File: config.mk
export PLATFORM = sky130hd
export DESIGN_NAME = gray_counter_ctrl_flat
export DESIGN_NICKNAME = d
export VERILOG_FILES = /design/src/rtl/gray_pkg.sv /design/src/rtl/gray_counter_ctrl_if.sv /design/src/rtl/step_prescaler.sv /design/src/rtl/gray_counter_ctrl.sv /design/src/flat_wrapper.sv
export SDC_FILE = /design/constraint.sdc
export NUM_CORES = 1
export LEC_CHECK = 0
export ABC_AREA = 1
export BUFFER_PORTS_ARGS = -buffer_cell sky130_fd_sc_hd__buf_2
export CAP_MARGIN = 20
export CORE_MARGIN = 3
export CORE_UTILIZATION = 63
export CTS_CLUSTER_SIZE = 24
export DETAILED_ROUTE_END_ITERATION = 16
export PLACE_DENSITY = 0.84
export SYNTH_ARGS = -nofsm -noshare
export SYNTH_HDL_FRONTEND = slang
export SYNTH_SLANG_ARGS = --single-unit
File: constraint.sdc
create_clock -name clk -period 5.31 [get_ports clk]
set_input_delay 0.2655 -clock clk [delete_from_list [all_inputs] [get_ports clk]]
set_output_delay 0.2655 -clock clk [all_outputs]
set_load 0.1 [all_outputs]
File: src/rtl/gray_pkg.sv
// Shared definitions for the Gray counter step sequencer: FSM state encoding,
// the div_sel-to-period rule and the prescaler width rule.
package gray_pkg;

  typedef enum logic [1:0] {
    IDLE  = 2'b00,
    RUN   = 2'b01,
    PAUSE = 2'b10,
    DONE  = 2'b11
  } state_t;

  // Step period in clk cycles for a given base distance and divider select.
  function automatic int unsigned step_period(input int unsigned distance,
                                              input logic [1:0] div_sel);
    return distance << div_sel;
  endfunction

  // Prescaler width with headroom for the largest divider select.
  function automatic int prescale_width(input int n, input int distance);
    return n + 2 + $clog2(distance);
  endfunction

endpackage

File: src/rtl/gray_counter_ctrl_if.sv
// Control/status bundle between the sequencer and whoever drives it; the
// sequencer takes the slave side.
interface gray_counter_ctrl_if;
  import gray_pkg::*;

  logic       start;
  logic       stop;
  logic       clear;
  logic       oneshot;
  logic [1:0] div_sel;
  logic       cnt_en;
  logic       cnt_clr;
  logic       wrap;
  logic       busy;
  state_t     state;

  modport master (
    output start, stop, clear, oneshot, div_sel,
    input  cnt_en, cnt_clr, wrap, busy, state
  );

  modport slave (
    input  start, stop, clear, oneshot, div_sel,
    output cnt_en, cnt_clr, wrap, busy, state
  );

endinterface

File: src/rtl/step_prescaler.sv
// Cycle prescaler: counts 0..period-1 while run is high and flags the terminal
// count combinationally so the caller can register it alongside its own state.
module step_prescaler #(
  parameter int W = 10
) (
  input  logic         clk,
  input  logic         rst,
  input  logic [W-1:0] period,
  input  logic         run,
  input  logic         zero,
  output logic         tick
);

  logic [W-1:0] count_reg;

  assign tick = run && (count_reg == (period - W'(1)));

  always_ff @(posedge clk or negedge rst) begin
    if (!rst) begin
      count_reg <= '0;
    end else if (zero) begin
      count_reg <= '0;
    end else if (run) begin
      count_reg <= tick ? '0 : count_reg + W'(1);
    end
  end

endmodule

File: src/rtl/gray_counter_ctrl.sv
// Start/stop/clear sequencer that paces the enable and clear of an external
// N-bit Gray counter, with optional one-sweep mode and a wrap indication.
module gray_counter_ctrl
  import gray_pkg::*;
#(
  parameter int N        = 4,
  parameter int DISTANCE = 10
) (
  input logic               clk,
  input logic               rst,
  gray_counter_ctrl_if.slave bus
);

  localparam int            PW       = prescale_width(N, DISTANCE);
  localparam logic [N-1:0]  STEP_MAX = '1;

  state_t        state_reg, state_next;
  logic [PW-1:0] period_reg;
  logic [N-1:0]  step_reg;
  logic          cnt_en_reg, cnt_clr_reg, wrap_reg, busy_reg;
  logic          run, zero, load, clr_next, tick, start_ok;

  // start only counts when no higher-priority request shares its cycle
  assign start_ok = bus.start && !bus.stop && !bus.clear;

  step_prescaler #(.W(PW)) u_prescaler (
    .clk    (clk),
    .rst    (rst),
    .period (period_reg),
    .run    (run),
    .zero   (zero),
    .tick   (tick)
  );

  always_comb begin
    state_next = state_reg;
    run        = 1'b0;
    zero       = 1'b0;
    load       = 1'b0;
    clr_next   = 1'b0;
    if (bus.clear) begin
      state_next = IDLE;
      zero       = 1'b1;
      clr_next   = 1'b1;
    end else begin
      case (state_reg)
        IDLE, DONE: begin
          if (start_ok) begin
            state_next = RUN;
            zero       = 1'b1;
            load       = 1'b1;
            clr_next   = 1'b1;
          end
        end
        RUN: begin
          // The prescaler is frozen in the stop cycle and the final wrap cycle
          if (bus.stop) begin
            state_next = PAUSE;
          end else if (wrap_reg && bus.oneshot) begin
            state_next = DONE;
          end else begin
            run = 1'b1;
          end
        end
        PAUSE: begin
          if (start_ok) begin
            state_next = RUN;
          end
        end
        default: state_next = IDLE;
      endcase
    end
  end

  always_ff @(posedge clk or negedge rst) begin
    if (!rst) begin
      state_reg   <= IDLE;
      period_reg  <= '0;
      step_reg    <= '0;
      cnt_en_reg  <= 1'b0;
      cnt_clr_reg <= 1'b0;
      wrap_reg    <= 1'b0;
      busy_reg    <= 1'b0;
    end else begin
      state_reg   <= state_next;
      cnt_en_reg  <= tick;
      wrap_reg    <= tick && (step_reg == STEP_MAX);
      cnt_clr_reg <= clr_next;
      busy_reg    <= (state_next == RUN);
      if (load) begin
        period_reg <= PW'(step_period(DISTANCE, bus.div_sel));
      end
      if (zero) begin
        step_reg <= '0;
      end else if (tick) begin
        step_reg <= step_reg + N'(1);
      end
    end
  end

  assign bus.cnt_en  = cnt_en_reg;
  assign bus.cnt_clr = cnt_clr_reg;
  assign bus.wrap    = wrap_reg;
  assign bus.busy    = busy_reg;
  assign bus.state   = state_reg;

endmodule

File: src/flat_wrapper.sv
// flat-port wrapper written by rule: the top's interface ports become plain ports
module gray_counter_ctrl_flat import gray_pkg::*;
#(
  parameter int N        = 4,
  parameter int DISTANCE = 10
)
  (clk, rst, bus_start, bus_stop, bus_clear, bus_oneshot, bus_div_sel, bus_cnt_en, bus_cnt_clr, bus_wrap, bus_busy, bus_state);
  gray_counter_ctrl_if bus_i ();
  input logic clk;
  input logic rst;
  input wire logic [$bits(bus_i.start)-1:0] bus_start;
  input wire logic [$bits(bus_i.stop)-1:0] bus_stop;
  input wire logic [$bits(bus_i.clear)-1:0] bus_clear;
  input wire logic [$bits(bus_i.oneshot)-1:0] bus_oneshot;
  input wire logic [$bits(bus_i.div_sel)-1:0] bus_div_sel;
  output wire logic [$bits(bus_i.cnt_en)-1:0] bus_cnt_en;
  output wire logic [$bits(bus_i.cnt_clr)-1:0] bus_cnt_clr;
  output wire logic [$bits(bus_i.wrap)-1:0] bus_wrap;
  output wire logic [$bits(bus_i.busy)-1:0] bus_busy;
  output wire logic [$bits(bus_i.state)-1:0] bus_state;
  assign bus_i.start = bus_start;
  assign bus_i.stop = bus_stop;
  assign bus_i.clear = bus_clear;
  assign bus_i.oneshot = bus_oneshot;
  assign bus_i.div_sel = bus_div_sel;
  assign bus_cnt_en = bus_i.cnt_en;
  assign bus_cnt_clr = bus_i.cnt_clr;
  assign bus_wrap = bus_i.wrap;
  assign bus_busy = bus_i.busy;
  assign bus_state = bus_i.state;
  gray_counter_ctrl #(.N(N), .DISTANCE(DISTANCE)) u_core (.clk(clk), .rst(rst), .bus(bus_i));
endmodule
==> flow_metrics.tcl <==
set metrics [dict create \
    fin_skew_ps 7.10 \
    yosys_warnings 0 \
    p_per_area_nw_per_um2 291 \
    totalWireLength_um 3560 \
    multi_input_area_sq_um 883 \
    syn_inst 226 \
    vias 1503 \
    cts_tree "yes" \
    grtUsageTotal_pct 23.9 \
    postSynthNetCount 239 \
    p_leak_nw 0.910 \
    grt_pass1_wl_um 6280 \
    crit_type "flip-flop to flip-flop" \
    drc 0 \
    wl_per_cell_um 13.1 \
    drt_first_pass_iters 4 \
    worst_ep_arrival_time_ps 2230 \
    finalSetupTns_ps 0 \
    critical-path-max-stage-delay_ps 410 \
    ys_seq_area_share_pct 39.2 \
    ir_worst_vdd_v 0.000262 \
    synth-main-ff-cell "dfrtp_1" \
    period_minus_slack_ps 1960 \
    synth-edff-count 0 \
    clk_latency_ps 320 \
    cap_violations 0 \
    crit_family "simple AND/OR/NAND/NOR gates" \
    hold_viol 0 \
    dieArea_sq_um 3290 \
    min_path_type "input pin to flip-flop" \
    status "complete, no violations" \
    ant_nets 0 \
    cts_buffer_depth 2 \
    largest_register_ff_count 10 \
    synthArstFlopShare_pct 100 \
    clock-sinks 26 \
    floorplan.initialDensity_pct 70.4 \
    place_congestion 0.891 \
    synth_seq_cells 26 \
    syn_area_sq_um 1660 \
    max_slew_margin_pct 60.1 \
    grt_max_degree 27 \
    rrSetupSlack_ps 3350 \
    port_buffers 13 \
    cts-root-buf "clkbuf_4" \
    die_h_um 57.4 \
    gr-total-overflow 0 \
    critical_path_buf_inv_count 2 \
    avgSynthCellArea_sq_um 7.35 \
    cp_cell_sequence "inv_1 > ha_1 > inv_1 > nand2_1 > nand2_1 > nand2_1 > nand2_1 > nand3b_1 > nor2_1 > nand2_2 > nand2_4 > nand2_1 > nand2_1" \
    dp_worst_setup_slack_ps 3380 \
    ios 14 \
    path_clk_slew_ps 130 \
    cp-end-kind "flip-flop" \
    finalSetupViolations 0 \
    fin_ws_ps 3350 \
    min_period_over_period_pct 36.9 \
    regArea_sq_um 651 \
    antenna_found_initial 0 \
    hpwl_um 2800 \
    numCtsBuffers 3 \
    viasPerCell 5.55 \
    synth_cell_types 24 \
    fmax_ghz 0.511 \
    layout-drive-gt1-share_pct 14.0 \
    n_fill_cell 184 \
    final_max_slew_viol_count 0 \
    row_count 17 \
    worstMarginPinSlew_ps 598 \
    rsz0062_at_grt "false" \
    syn_to_final_growth_pct 7.98 \
    cp.required_ps 5580 \
    first_iter_violations 79 \
    start_kind "flip-flop" \
    cp_common_cell "nand2_1" \
    die_width_um 57.4 \
    cts_max_level 1 \
    post-cts-setup-buffer-count 0 \
    slowest_stage "dfrtp_1" \
    grt_pass1_vias 1499 \
    nets 258 \
    num_antenna_cells 0 \
    core_sq_um 2360 \
    cp_max_fo 10 \
]
==> final cells by class <==
class,count,share of cell area (%)
clock buffers,3,1.26
repair buffers,14,4.18
inverters,34,7.11
well taps,28,1.95
flip-flops and latches,26,36.3
multi-input cells,166,49.2
==> power by group <==
group	internal [mW]	leakage (nW)	total [mW]	switching [mW]
Clock	0.0266	0.0138	0.0818	0.0553
Combinational	0.0606	0.546	0.205	0.144
Sequential	0.215	0.350	0.236	0.0208
==> metal layers <==
metal | track usage (%) | vias to the layer above | part of all wire (%)
li1 | - | 758 | -
met1 | 30.5 | 711 | 45
met2 | 41.1 | 28 | 50
met3 | 2.49 | 6 | 3.3
met4 | 9.60 | 0 | 1.7
met5 | 0 | - | 0
==> worst reg2reg max path: stages, from the launching register on <==
cell	delay (ps)
dfrtp_1	410
inv_1	140
ha_1	290
inv_1	60
nand2_1	80
nand2_1	60
nand2_1	70
nand2_1	40
nand3b_1	150
nor2_1	190
nand2_2	150
nand2_4	150
nand2_1	70
nand2_1	60
==> path summary, 6_finish.rpt <==
| kind | from | end | depth (start not counted) |
|---|---|---|---|
| setup / recovery | u_core.period_reg[1]$_DFFE_PN0P_ | u_core.step_reg[0]$_DFFE_PN0P_ | 13 |
| hold reg to reg | u_core.step_reg[3]$_DFFE_PN0P_ | u_core.bus.wrap$_DFF_PN0_ | 2 |
| max in group asynchronous | rst | u_core.bus.state[1]$_DFF_PN0_ | 2 |
| setup reg to reg | u_core.period_reg[1]$_DFFE_PN0P_ | u_core.step_reg[0]$_DFFE_PN0P_ | 13 |
| hold / removal | bus_div_sel[1] | u_core.period_reg[2]$_DFFE_PN0P_ | 2 |
| min in group asynchronous | rst | u_core.u_prescaler.count_reg[4]$_DFFE_PN0P_ | 2 |
==> kinds of logic after synthesis <==
| group | count (synthesis) | share of synthesized area [%] |
|---|---|---|
| DFF | 26 | 39.2 |
| AOI/OAI and AO/OA | 17 | 5.35 |
| adders and majority gates | 5 | 3.77 |
| xor gates and xnor gates | 6 | 3.62 |
| and+or+nand+nor | 138 | 40.4 |
| buffers and inverters | 34 | 7.68 |
==> stage by stage <==
step	hold slack [ps]	instance area, sq um	total power [mW]	util (%)	cells
finish	149	1790	0.522	76.0	271
detailed placement	295	1760	0.441	74.6	267
CTS	147	1790	0.523	76.0	271
floorplan	-30.1	1660	0.393	-	226
global placement	282	1760	0.431	74.6	267
global route	156	1790	0.558	76.0	271
==> cells in the final DEF, fill, tap and decap left out <==
master         netlist  final
xor2_2               1      1
clkbuf_4             0      3
nand3_1             24     24
nor2_2               4      4
nand4_1              5      5
nand2_2              2      2
nor2_8               1      1
buf_2                0     13
xnor2_1              2      2
o22ai_1              3      3
nand2_4              2      2
inv_2                3      3
nor3_1               4      4
inv_1               31     31
a21oi_1              5      5
nor4_1               1      1
ha_1                 5      5
dlygate4sd3_1        0      1
nand3_4              2      2
nor2_4               3      3
nand3b_1             1      1
dfrtp_1             26     26
nand2_1             64     64
o21ai_0              9      9
nor2_1              24     24
nor3b_1              1      1
xor2_1               3      3
==> synthesized netlist by cell type, types with 3 or more instances <==
library cell  count  area share, %
a21oi_1           5            1.5
inv_2             3           0.68
o22ai_1           3            1.1
nor3_1            4            1.2
nand3_1          24            7.2
nor2_4            3            2.0
nand2_1          64             14
xor2_1            3            1.6
o21ai_0           9            2.7
inv_1            31            7.0
nor2_1           24            5.4
dfrtp_1          26             39
ha_1              5            3.8
nand4_1           5            1.9
nor2_2            4            1.5
==> repair_timing <==
item | 4_1_cts | 5_1_grt
gates resized for setup | 0 | 0
hold buffers | 1 | 0
endpoints found under the hold margin | 26 | 0
No activity file was read; power rests on OpenSTA's default activity.
